### src/rtl/fp_window_acc.sv
// -----------------------------------------------------------------------------
// fp_window_acc
//
// Purpose:
//   Consumes 8-bit {S, E[2:0], F[3:0]} float words from the 12-bit linear to
//   8-bit float converter. Each word is expanded back to a signed linear value
//   (magnitude = F << E, negated when S=1). The block accumulates a fixed window
//   of 2^WIN_LOG2 samples and then emits the signed window result.
//
//   Both sides use valid/ready handshakes. Once a window completes, the result
//   is held until it is taken. While the result is held, the input side is
//   stalled, which costs one bubble cycle per window.
//
// Configuration:
//   WIN_LOG2              window length is 2^WIN_LOG2 samples (legal 1..8)
//   ACC_W                 local, 12 + WIN_LOG2; accumulator and output width
//   FP_WINDOW_ACC_MEAN_EN if defined, out_sum carries the floor mean of the
//                         window instead of the raw sum
//
// Ports:
//   clk        in   rising-edge clock
//   rst        in   synchronous active-high reset
//   in_valid   in   float sample present
//   in_ready   out  sample accepted this cycle (depends only on state)
//   in_s       in   sign, 1 = negative
//   in_e       in   exponent
//   in_f       in   significand
//   out_valid  out  window result present
//   out_ready  in   downstream takes the result
//   out_sum    out  two's-complement window result, ACC_W bits
// -----------------------------------------------------------------------------
module fp_window_acc #(
  parameter  int WIN_LOG2 = 3,
  localparam int ACC_W    = 12 + WIN_LOG2
) (
  input  logic             clk,
  input  logic             rst,
  input  logic             in_valid,
  output logic             in_ready,
  input  logic             in_s,
  input  logic [2:0]       in_e,
  input  logic [3:0]       in_f,
  output logic             out_valid,
  input  logic             out_ready,
  output logic [ACC_W-1:0] out_sum
);

  typedef enum logic {
    ST_ACCUM = 1'b0,
    ST_HOLD  = 1'b1
  } state_t;

  state_t                    r_state;
  logic signed [ACC_W-1:0]   r_acc;
  logic [WIN_LOG2-1:0]       r_count;
  logic                      r_out_valid;
  logic [ACC_W-1:0]          r_out_sum;
  logic                      r_in_ready;

  logic [10:0]               w_mag;
  logic signed [ACC_W-1:0]   w_mag_ext;
  logic signed [ACC_W-1:0]   w_val;
  logic signed [ACC_W-1:0]   w_sum;
  logic signed [ACC_W-1:0]   w_result;
  logic                      w_accept;
  logic                      w_last;

  // The largest code (F=15, E=7) gives 1920, which fits in 11 bits. A negative
  // zero (S=1, F=0) negates to 0, so no special case is needed.
  assign w_mag     = {7'b0, in_f} << in_e;
  assign w_mag_ext = $signed({{(ACC_W-11){1'b0}}, w_mag});
  assign w_val     = in_s ? -w_mag_ext : w_mag_ext;
  assign w_sum     = r_acc + w_val;

`ifdef FP_WINDOW_ACC_MEAN_EN
  // Arithmetic shift rounds toward minus infinity. This is the intended floor mean.
  assign w_result = w_sum >>> WIN_LOG2;
`else
  assign w_result = w_sum;
`endif

  // in_ready is a registered copy of the state. This keeps it off any
  // combinational path from in_valid or out_ready.
  assign w_accept = in_valid & r_in_ready;
  assign w_last   = (r_count == {WIN_LOG2{1'b1}});

  always_ff @(posedge clk) begin
    if (rst) begin
      r_state     <= ST_ACCUM;
      r_acc       <= '0;
      r_count     <= '0;
      r_out_valid <= 1'b0;
      r_out_sum   <= '0;
      r_in_ready  <= 1'b1;
    end else begin
      case (r_state)
        ST_ACCUM: begin
          if (w_accept) begin
            if (w_last) begin
              // The final sample goes straight into the output register.
              // The accumulator restarts clean for the next window.
              r_out_sum   <= w_result;
              r_out_valid <= 1'b1;
              r_acc       <= '0;
              r_count     <= '0;
              r_in_ready  <= 1'b0;
              r_state     <= ST_HOLD;
            end else begin
              r_acc   <= w_sum;
              r_count <= r_count + 1'b1;
            end
          end
        end
        ST_HOLD: begin
          if (out_ready) begin
            r_out_valid <= 1'b0;
            r_in_ready  <= 1'b1;
            r_state     <= ST_ACCUM;
          end
        end
        default: begin
          r_state <= ST_ACCUM;
        end
      endcase
    end
  end

  assign in_ready  = r_in_ready;
  assign out_valid = r_out_valid;
  assign out_sum   = r_out_sum;

endmodule
### config.mk
export PLATFORM = sky130hd
export DESIGN_NAME = fp_window_acc
export DESIGN_NICKNAME = d
export VERILOG_FILES = /design/src/rtl/fp_window_acc.sv
export SDC_FILE = /design/constraint.sdc
export NUM_CORES = 1
export LEC_CHECK = 0
export CAP_MARGIN = 20
export CORE_AREA = 5 5 81 101
export CTS_CLUSTER_DIAMETER = 60
export DETAILED_ROUTE_END_ITERATION = 6
export DIE_AREA = 0 0 86 106
export PLACE_DENSITY = 0.67
export SLEW_MARGIN = 25
export SYNTH_ARGS = -nofsm -noshare
export SYNTH_HDL_FRONTEND = slang
export SYNTH_SLANG_ARGS = --single-unit
### constraint.sdc
create_clock -name clk -period 3.9 [get_ports clk]
set_clock_uncertainty 0.15 [all_clocks]
set_input_delay 0.585 -clock clk [delete_from_list [all_inputs] [get_ports clk]]
set_output_delay 0.585 -clock clk [all_outputs]
set_load 0.05 [all_outputs]
# Word level (Yosys, flattened, before mapping)
# Index checks and enable logic that the tools add are counted.
# word_totals
regBits,36
output_inout_bits,17
elab_cells,34
# classes
addsub,3
n_eq_ne,4
n_shift,1
n_mux,15
n_bitwise,2
n_reduce_logical,3
# ops
operator,n
15-bit two-way mux,2
15-bit adder,1
11-bit negator with 15-bit output,1
4-bit by 3-bit << shifter with 11-bit output,1
1-bit two-way mux,9
2-bit != test (second input constant),3
1-bit case mux with 2 select lines,3
3-bit AND reduction,2
3-bit by 1-bit adder with 3-bit output (second input constant),1
3-bit equality test (second input constant),1
3-bit two-way mux,1
2-bit AND reduction,1
1-bit AND,1
1-bit inverter,1

# Depth between registers and ports, before layout
# Gate-level depths: netlist (run 1).
# depth
ltp_word,5
depth_mapped,16

# Worst setup path after synthesis (run 1)
# OpenSTA, ideal clock, no wires.
# synth_timing
path_type,input to register
startpoint,input port in_e[2]
endpoint,register r_acc[13]
setup_time_ps,116
arrival_ps,3976
setup_slack_ps,-341
stages,15
n_path_buf,2
path_cell_list,clkbuf_1 > buf_1 > or3_1 > ha_1 > and2b_4 > a22oi_1 > o21ai_0 > xnor2_1 > ha_1 > a2111oi_0 > o21ai_1 > a21oi_1 > o21ai_1 > mux2_1 > a31o_1
# synth_between
elab_chain_cells,5
# synth_rtl
element,line_no,text
"start, declared",41,"input logic [2:0] in_e,"
4-bit by 3-bit << shifter with 11-bit output (*),70,"assign w_mag = {7'b0, in_f} << in_e;"
11-bit negator with 15-bit output,72,assign w_val = in_s ? -w_mag_ext : w_mag_ext;
15-bit two-way mux (*),72,
15-bit adder (*),73,assign w_sum = r_acc + w_val;
15-bit two-way mux (*),99,if (w_last) begin
"end signal, assigned",109,r_acc <= w_sum;
"end, declared",54,logic signed [ACC_W-1:0] r_acc;
# Every way passes the cells marked *; elsewhere a longest branch is shown, timed or not.
# A chain may end at the register's enable or synchronous reset.

# Worst setup path after layout (run 1)
# layout_timing
startpoint,input port in_e[0]
endpoint,register r_acc[13]
# The elaborated chain is that of the path after synthesis.

==> qor.txt, run 1 <==
RSZ-0062 raised after global routing: true
net count of the finished layout: 466
Tot Pwr: 1290 uW
Chip Height: 106 um
CP Max Fanout: 4
DP Area: 3570 um^2
FP Rows: 35
WL per Instance: 13.9 um
synthesized net count: 367
commonest non-fill, non-tap cell in the layout: buf_4
Avg Vias per Cell: 5.30
Synth Area in Simple Gates: 0.233
most frequent cells in the layout: buf_4 (81), nand2_1 (40), dfxtp_1 (36)
# diodes: 0
Main synth FF type: dfxtp_1
Net Sw Frac: 0.349
1st-iter DRT viols: 51
number of max-cap violations: 0
vias in the first global route: 2844
Sum Neg Setup Slack: 0 ns
fillers: 677
r2r startpoint: r_acc[0]
Pre-antenna DRT Iters: 5
Gate power share: 0.475
post-synth cell types: 63
post-route cell area: 3880 um^2
#FFs+latches synth: 36
hold_buf cts: 0
internal power: 837 uW
Post-Syn Area: 2700 um^2
via count: 2787
total number of yosys warnings: 0
Worst Path Arrival: 3.88 ns
Core Footprint: 7230 um^2
hold_ws: 0.310 ns
maximum clock insertion buffer count: 2
Leak: 0.00171 uW
Worst setup SP type: input pin
first-pass GRT wire length: 12500 um
EDFF count, synth: 0
num ports: 29
Syn Inst Count: 334
Routed WL: 7310 um
Tightest Pin Transition: 0.507 ns
Initial Utilization: 0.373
Avg Cell Area, Syn: 8.07 um^2
complex-gate fraction of the synthesized area: 0.262
worst r2r dst: out_sum[14]
post-synthesis mux area share: 0.0367
hold endpoint: out_sum[1]
critical path type: input pin to flop
DRC: 0
Detail Placement HPWL: 5430 um
Root Buffer: clkbuf_8
full die area: 9120 um^2
Rel. slew slack: 0.661
register area share after synthesis: 0.267
Routed Antenna Nets: 0
IO Port Bufs: 28
R2R depth: 8
worst min-delay path category: flop to flop
Clock transition at path regs: 0.08 ns
cts bufs inserted: 5
Clock Power Share: 0.205
initial antenna violation count: 0
Die X: 86 um
post-synthesis adder-cell area fraction: 0.100
Power Dens Cells: 332 nW/um^2
largest family of logic cells by synthesized area: compound AO/OA/AOI/OAI gates
Layout area overhead: 43.9%
status: finished, final reports clean
critical path data required time: 3.95 ns
CTS tree: done
Clock Sinks: 36
Reg power frac: 0.320
Clock Latency Late Sink: 0.30 ns
Slew Limit Fails: 0
Final Cycle Share: 0.981
RD Place Congestion: 0.899
share of layout cells above drive strength 1: 0.295
Setup crit end kind: flop
f_max: 261 MHz
Worst Hold Depth: 2
H-tree depth: 2
largest net degree at the start of global routing: 26
Remaining Overflow, GRT: 0
Net Switching: 450 uW
Total GRT Usage: 0.164
Fin. Hold Viols: 0
min-delay src: out_sum[1]
ys async rst share: 0
final setup vio count: 0
XOR/XNOR Fraction of Synth Area: 0.0571
R2R Setup Slk: 1.28 ns
VDD IR max: 253 uV
post-route minimum period: 3.82 ns
-- layout make-up --
class / instances / area, um^2 / area share
multi-input combinational: 271 / 2030 / 0.524
sequential: 36 / 721 / 0.186
clock buffer: 5 / 68.8 / 0.0177
inverter: 9 / 33.8 / 0.00871
clock inverter: 3 / 18.8 / 0.00484
timing repair buffer: 110 / 890 / 0.229
tap: 92 / 115 / 0.0297
-- Yosys cell counts, types with 2 or more instances --
library cell | instances | share of area
xor2_1 | 4 | 0.013
mux2i_1 | 5 | 0.019
nor4b_1 | 2 | 0.0065
nor4_1 | 4 | 0.0093
a2111oi_0 | 2 | 0.0065
nand3_1 | 8 | 0.015
and4_1 | 2 | 0.0065
buf_6 | 2 | 0.0084
clkbuf_1 | 13 | 0.018
nor2_1 | 26 | 0.036
o211ai_1 | 4 | 0.011
a22oi_1 | 7 | 0.019
o21a_1 | 2 | 0.0056
nand2_1 | 41 | 0.057
a21oi_1 | 33 | 0.061
ha_1 | 20 | 0.093
o21ai_0 | 12 | 0.022
a21o_1 | 8 | 0.022
dfxtp_1 | 36 | 0.27
nand2b_1 | 5 | 0.012
xnor2_1 | 11 | 0.036
inv_1 | 9 | 0.013
and3_1 | 4 | 0.0093
or3_1 | 2 | 0.0046
o21bai_1 | 3 | 0.0084
nor3_1 | 11 | 0.020
a211oi_1 | 5 | 0.014
a211oi_2 | 3 | 0.014
nand4_1 | 2 | 0.0046
a211o_1 | 2 | 0.0065
and2_1 | 2 | 0.0046
nor2b_1 | 3 | 0.0070
nand3b_1 | 6 | 0.017
mux2_1 | 2 | 0.0084
o21ai_1 | 4 | 0.0074
buf_1 | 2 | 0.0028
-- per-layer routing --
metal | vias to the layer above | wire length, um | track usage
met5 | - | 0 | 0
met4 | 0 | 145 | 0.0667
met3 | 13 | 148 | 0.0178
met2 | 48 | 3640 | 0.290
met1 | 1311 | 3380 | 0.199
li1 | 1415 | - | -
-- through the flow --
| step | setup WS (ns) | std cells | util |
|---|---|---|---|
| floorplan | -0.00742 | 334 | - |
| global placement | -0.509 | 505 | 0.495 |
| detailed placement | -0.571 | 505 | 0.495 |
| CTS | 0.00216 | 520 | 0.518 |
| global route | -0.0717 | 526 | 0.537 |
| finish | 0.0753 | 526 | 0.537 |
-- sequential cells by signal (all words and copies together), names as in the netlist --
name and flops:
out_valid 1, in_ready 1, r_count 3, out_sum 15, r_state 1, r_acc 15
-- power groups by stage --
| stage | clock (uW) | sequential (uW) | combinational [uW] |
|---|---|---|---|
| CTS | 275 | 412 | 553 |
| finish | 264 | 412 | 611 |
| floorplan | 0 | 414 | 327 |
| detailed placement | 0 | 420 | 526 |
| global route | 292 | 415 | 670 |
| global placement | 0 | 419 | 520 |
-- logic make-up (layout without fill, tap and decap cells) --
| group | count (synthesis) | after routing |
|---|---|---|
| AND/OR/NAND/NOR | 125 | 125 |
| AO/OA/AOI/OAI | 100 | 100 |
| flip-flops | 36 | 36 |
| buffers and inverters | 27 | 127 |
| adder cells (fa/ha/maj) | 21 | 21 |
| XOR/XNOR | 16 | 16 |
| multiplexers | 9 | 9 |
-- worst max-delay path: stages --
cell and delay (ns):
buf_6 0.09, nand2b_4 0.13, a21boi_4 0.14, or3_4 0.41
ha_4 0.18, buf_6 0.11, a22oi_2 0.22, a211o_1 0.17
mux2i_1 0.23, a211oi_2 0.10, ha_1 0.35, nand2_2 0.08
a211oi_4 0.25, a21oi_2 0.12, o21ai_2 0.22, mux2_4 0.31
a31o_1 0.18
-- timing repair --
item                                    in CTS  in global routing
setup buffers                                7                  6
cloned                                       0                  0
endpoints found under the setup margin       9                 10
pin swaps                                   14                 14
hold endpoints to repair                     0                  0
gates resized for setup                     15                 25
-- how the worst max path moves through the flow --
stage / from / end / cells after the start
floorplan: in_e[2] / r_acc[13] / 15
global placement: in_e[0] / out_sum[14] / 15
detailed placement: in_e[0] / r_acc[13] / 17
CTS: in_e[2] / r_acc[13] / 15
global route: in_e[0] / out_sum[13] / 17
finish: in_e[0] / r_acc[13] / 17
Power figures use the tool's default switching activity.
==> inputs of run 2 (changes only) <==
DONT_BUFFER_PORTS = 1   (was not set)
HOLD_SLACK_MARGIN = 0.15   (was not set)
PLACE_DENSITY = 0.61   (was 0.67)
==> run 2 against run 1 <==
  * Utilization fell by 11 points
  * Global-route usage fell by 1.7 points
  * Via count fell by 12%
  * Final cell count fell by 17%
  * Power fell by 9.2%
  * Sequential power barely moved
  * Non-clock buffer count fell by 89
  * Flip-flop and latch count did not move
  * Combinational power fell by 29%
  * Final area fell by 21%
  * Routed wire length fell by 9.5%
  * Worst setup slack improved by 0.0051 ns
==> qor.txt, run 2 (synthesis results as in run 1) <==
Chip Height: 106 um (unchanged)
vias in the first global route: 2366 (was 2844)
Total GRT Usage: 0.147 (was 0.164)
worst path bufs/invs: 0 (was 2)
cts bufs inserted: 5 (unchanged)
fillers: 731 (was 677)
first-pass GRT wire length: 11100 um (was 12500 um)
max incr delay on CP: 0.39 ns (was 0.41 ns)
net count of the finished layout: 377 (was 466)
IO Port Bufs: 0 (was 28)
status: finished, final reports clean (unchanged)
Fin. Hold Viols: 0 (unchanged)
Root Buffer: clkbuf_8 (unchanged)
cell family with most CP delay: compound AO/OA/AOI/OAI gates (unchanged)
Clock Latency Late Sink: 0.28 ns (was 0.30 ns)
final setup vio count: 0 (unchanged)
Clock transition at path regs: 0.08 ns (about the same)
via count: 2444 (was 2787)
CP Max Fanout: 13 (was 4)
post-route minimum period: 3.82 ns (about the same)
H-tree depth: 2 (unchanged)
Routed Antenna Nets: 0 (unchanged)
R2R Setup Slk: 1.20 ns (was 1.28 ns)
Slew Limit Fails: 0 (unchanged)
RD Place Congestion: 0.804 (was 0.899)
Final Instance Count excl. Fillers: 437 (was 526)
Worst Path Arrival: 3.86 ns (was 3.88 ns)
worst min-delay path category: input pin to flop (was flop to flop)
Power Dens Cells: 382 nW/um^2 (was 332 nW/um^2)
FP Rows: 35 (unchanged)
Rel. slew slack: 0.630 (was 0.661)
largest net degree at the start of global routing: 47 (was 26)
WL per Instance: 15.1 um (was 13.9 um)
DRC: 0 (unchanged)
RSZ-0062 raised after global routing: true (unchanged)
hold endpoint: r_acc[9] (was out_sum[1])
share of layout cells above drive strength 1: 0.157 (was 0.295)
slowest stage cell on the critical path: ha_2 (was or3_4)
Sum Neg Setup Slack: 0 ns (unchanged)
1st-iter DRT viols: 98 (was 51)
Initial Utilization: 0.373 (unchanged)
Setup crit end kind: flop (unchanged)
Core Footprint: 7230 um^2 (unchanged)
# diodes: 0 (unchanged)
Tightest Pin Transition: 0.555 ns (was 0.507 ns)
CTS tree: done (unchanged)
commonest non-fill, non-tap cell in the layout: nand2_1 (was buf_4)
Remaining Overflow, GRT: 0 (unchanged)
Routed WL: 6610 um (was 7310 um)
Layout area overhead: 13.4% (was 43.9%)
num ports: 29 (unchanged)
Tot Pwr: 1170 uW (was 1290 uW)
Detail Placement HPWL: 5020 um (was 5430 um)
critical path type: input pin to flop (unchanged)
Final Cycle Share: 0.979 (was 0.981)
f_max: 262 MHz (was 261 MHz)
critical path data required time: 3.94 ns (was 3.95 ns)
Worst setup SP type: input pin (unchanged)
worst r2r dst: out_sum[14] (unchanged)
CP Cell Sequence: nand2b_1, a21boi_1, or3_4, ha_4, and2b_4, a22oi_2, a211o_1, mux2i_1, a211oi_1, ha_2, nand2_1, a211oi_2, a21oi_2, o21ai_2, mux2_4, a31o_1 (was buf_6, nand2b_4, a21boi_4, or3_4, ha_4, buf_6, a22oi_2, a211o_1, mux2i_1, a211oi_2, ha_1, nand2_2, a211oi_4, a21oi_2, o21ai_2, mux2_4, a31o_1)
Leak: 0.00127 uW (was 0.00171 uW)
Clock Sinks: 36 (unchanged)
VDD IR max: 278 uV (was 253 uV)
R2R depth: 8 (unchanged)
Worst Hold Depth: 1 (was 2)
min-delay src: rst (was out_sum[1])
initial antenna violation count: 0 (unchanged)
r2r startpoint: r_acc[0] (unchanged)
number of max-cap violations: 0 (unchanged)
dpl cells: 426 (was 505)
full die area: 9120 um^2 (unchanged)
Avg Vias per Cell: 5.59 (was 5.30)
maximum clock insertion buffer count: 2 (unchanged)
most frequent cells in the layout: nand2_1 (41), dfxtp_1 (36), a21oi_1 (31) (was buf_4 (81), nand2_1 (40), dfxtp_1 (36))
Die X: 86 um (unchanged)
Pre-antenna DRT Iters: 5 (unchanged)
==> run 2: cell count changes in the layout (fill, tap and decap cells not counted), moves of 3 or more <==
cell and delta:
a21oi_2 -3, a21oi_1 +3, clkdlybuf4s50_1 -21, dlygate4sd2_1 -3
buf_4 -60
==> run 2: worst max-delay path by stage <==
stage / startpoint / endpoint / cells after the start
final: in_e[0] / r_acc[13] / 16
after global routing: in_e[0] / r_acc[13] / 16
after CTS: in_e[0] / r_acc[13] / 16
after detailed placement: in_e[0] / r_acc[13] / 16
after global placement: in_e[0] / r_acc[13] / 16
after floorplan: in_e[2] / r_acc[13] / 15
==> run 2: through the flow <==
stage | util | setup slack (ns) | cell area [um^2] | hold WS (ns)
2_1_floorplan | - | -0.00742 | 2780 | 0.290
3_3_place_gp | 0.403 | -0.114 | 2910 | 0.291
3_5_place_dp | 0.403 | -0.145 | 2910 | 0.298
4_1_cts | 0.418 | 0.140 | 3020 | 0.202
5_1_grt | 0.423 | -0.0743 | 3060 | 0.191
6_report | 0.423 | 0.0804 | 3060 | 0.214
==> run 2: per-layer routing <==
layer  GRT usage  vias to the layer above  part of all wire
li1            -                     1236                 -
met1       0.183                     1149              0.45
met2       0.247                       50              0.48
met3      0.0264                        9             0.047
met4      0.0600                        0             0.024
met5           0                        -                 0
==> run 2: what timing repair did <==
item / CTS / global route
endpoints found under the setup margin: 0 / 3
resized for setup: 0 / 4
setup buffers: 0 / 3
hold buffers: 0 / 0
==> run 2: worst register-to-register path, stage by stage, from the launching register on <==
cell	delay, ns
dfxtp_1	0.32
ha_1	0.25
fa_1	0.45
a211oi_2	0.23
o211ai_1	0.18
a21o_1	0.23
a221oi_2	0.33
xnor3_1	0.27
a211oi_2	0.21
==> run 2: area by class of cell <==
cell class | instances | area, um^2 | share of cell area
inverters | 9 | 33.8 | 0.0110
flip-flops and latches | 36 | 721 | 0.236
repair buffers | 21 | 158 | 0.0516
clock buffers | 5 | 68.8 | 0.0225
well taps | 92 | 115 | 0.0376
clock inverters | 3 | 42.5 | 0.0139
multi-input cells | 271 | 1920 | 0.628
==> run 2: report_power, final <==
part / leakage [uW] / internal [uW] / total [uW] / switching (uW)
Clock: 0.0000541 / 189 / 323 / 134
Sequential: 0.000293 / 393 / 412 / 18.6
Combinational: 0.000922 / 204 / 434 / 229
Total: 0.00127 / 787 / 1170 / 382
==> inputs of run 3 (changes only) <==
CTS_CLUSTER_SIZE = 24   (was not set)
MAX_ROUTING_LAYER = met4   (was not set)
==> run 3 against run 2 <==
  * Flip-flop and latch count did not move
  * Count of clock-buffer cells in the layout did not move
  * Register-to-register slack barely moved
  * Routed wire length rose by 0.86%
  * Critical path type unchanged
  * Final cell count did not move
==> qor.txt, run 3 (synthesis results as in run 1) <==
DRC: 0 (unchanged)
critical path data required time: 3.93 ns (was 3.94 ns)
1st-iter DRT viols: 92 (was 98)
commonest non-fill, non-tap cell in the layout: nand2_1 (unchanged)
CP Cell Sequence: nand2b_1, a21boi_1, or3_4, ha_4, and2b_4, a22oi_2, a211o_1, mux2i_1, a211oi_1, ha_2, nand2_1, a211oi_2, a21oi_2, o21ai_2, mux2_4, a31o_1 (unchanged)
Remaining Overflow, GRT: 0 (unchanged)
hold_buf cts: 0 (unchanged)
initial antenna violation count: 0 (unchanged)
most frequent cells in the layout: nand2_1 (41), dfxtp_1 (36), a21oi_1 (31) (unchanged)
Fin. Hold Viols: 0 (unchanged)
Core Footprint: 7230 um^2 (unchanged)
FP Rows: 35 (unchanged)
hold_ws: 0.218 ns (was 0.214 ns)
Slew Limit Fails: 0 (unchanged)
worst min-delay path category: input pin to flop (unchanged)
num ports: 29 (unchanged)
number of max-cap violations: 0 (unchanged)
Clock Sinks: 36 (unchanged)
max incr delay on CP: 0.39 ns (about the same)
Worst Hold Depth: 1 (unchanged)
fillers: 731 (unchanged)
CP Max Fanout: 13 (unchanged)
dpl cells: 426 (unchanged)
Clock Latency Late Sink: 0.28 ns (about the same)
Setup crit end kind: flop (unchanged)
Routed Antenna Nets: 0 (unchanged)
Worst setup SP type: input pin (unchanged)
Initial Utilization: 0.373 (unchanged)
status: finished, final reports clean (unchanged)
Rel. slew slack: 0.630 (unchanged)
share of layout cells above drive strength 1: 0.157 (unchanged)
Final Instance Count excl. Fillers: 437 (unchanged)
Detail Placement HPWL: 5020 um (unchanged)
RD Place Congestion: 0.816 (was 0.804)
Die X: 86 um (unchanged)
cts bufs inserted: 5 (unchanged)
vias in the first global route: 2367 (was 2366)
Avg Vias per Cell: 5.62 (was 5.59)
IO Port Bufs: 0 (unchanged)
Pre-antenna DRT Iters: 5 (unchanged)
Clock transition at path regs: 0.08 ns (about the same)
H-tree depth: 2 (unchanged)
Power Dens Cells: 382 nW/um^2 (about the same)
Final Cycle Share: 0.979 (about the same)
Layout area overhead: 13.4% (unchanged)
post-route minimum period: 3.82 ns (about the same)
CTS tree: done (unchanged)
RSZ-0062 raised after global routing: true (unchanged)
Root Buffer: clkbuf_8 (unchanged)
R2R depth: 8 (unchanged)
f_max: 262 MHz (about the same)
full die area: 9120 um^2 (unchanged)
net count of the finished layout: 377 (unchanged)
VDD IR max: 277 uV (was 278 uV)
Routed WL: 6670 um (was 6610 um)
Leak: 0.00127 uW (unchanged)
via count: 2455 (was 2444)
WL per Instance: 15.3 um (was 15.1 um)
slowest stage cell on the critical path: ha_2 (unchanged)
final setup vio count: 0 (unchanged)
critical path type: input pin to flop (unchanged)
# diodes: 0 (unchanged)
Worst Path Arrival: 3.85 ns (was 3.86 ns)
largest net degree at the start of global routing: 47 (unchanged)
Chip Height: 106 um (unchanged)
maximum clock insertion buffer count: 2 (unchanged)
Total GRT Usage: 0.151 (was 0.147)
first-pass GRT wire length: 11100 um (unchanged)
Tightest Pin Transition: 0.555 ns (unchanged)
## run 3: cell counts in the layout (fill, tap and decap cells not counted)
Identical to the previous run, type by type.
## run 3: area by class of cell
type	count	area [um^2]	area share
clock buffer	5	68.8	0.0225
clock inverter	3	42.5	0.0139
inverter	9	33.8	0.0110
multi-input combinational	271	1920	0.628
sequential	36	721	0.236
tap	92	115	0.0376
timing repair buffer	21	158	0.0516
## run 3: metal layers
metal | vias to the layer above | track usage | share of wire | wire length [um]
met5 | - | - | 0 | 0
met4 | 0 | 0.0600 | 0.019 | 128
met3 | 7 | 0.0225 | 0.041 | 271
met2 | 43 | 0.247 | 0.48 | 3210
met1 | 1168 | 0.186 | 0.46 | 3060
li1 | 1237 | - | - | -
## run 3: critical path, delay by kind of cell
| family | cells | cell delay, ns |
|---|---|---|
| adder cells (fa/ha/maj) | 2 | 0.56 |
| AO/OA/AOI/OAI | 8 | 1.49 |
| multiplexers | 2 | 0.49 |
| AND/OR/NAND/NOR | 4 | 0.72 |
## run 3: what timing repair did
item                       CTS  global route
setup buffers                0             3
setup endpoints to repair    0             3
gates resized for setup      0             4
## run 3: metrics by stage
stage / setup TNS [ns] / total power (uW) / util / cell area (um^2) / setup WS, ns
3_3_place_gp: -0.222 / 823 / 0.403 / 2910 / -0.114
6_report: 0 / 1170 / 0.423 / 3060 / 0.0831
3_5_place_dp: -0.419 / 829 / 0.403 / 2910 / -0.145
4_1_cts: 0 / 1160 / 0.418 / 3020 / 0.140
5_1_grt: -0.128 / 1250 / 0.423 / 3060 / -0.0743
2_1_floorplan: -0.00742 / 741 / - / 2780 / -0.00742
## run 3: path summary, 6_finish.rpt
kind	to	slack (ns)	from
min reg2reg	r_count[1]	0.31	r_count[1]
max reg2reg	out_sum[14]	1.20	r_acc[0]
max	r_acc[13]	0.08	in_e[0]
min	r_acc[9]	0.22	rst
## run 3: power breakdown
part           total [uW]  switching (uW)  internal [uW]
logic                 434             229            205
clock network         323             133            189
registers             412            18.6            393
total                1170             381            787
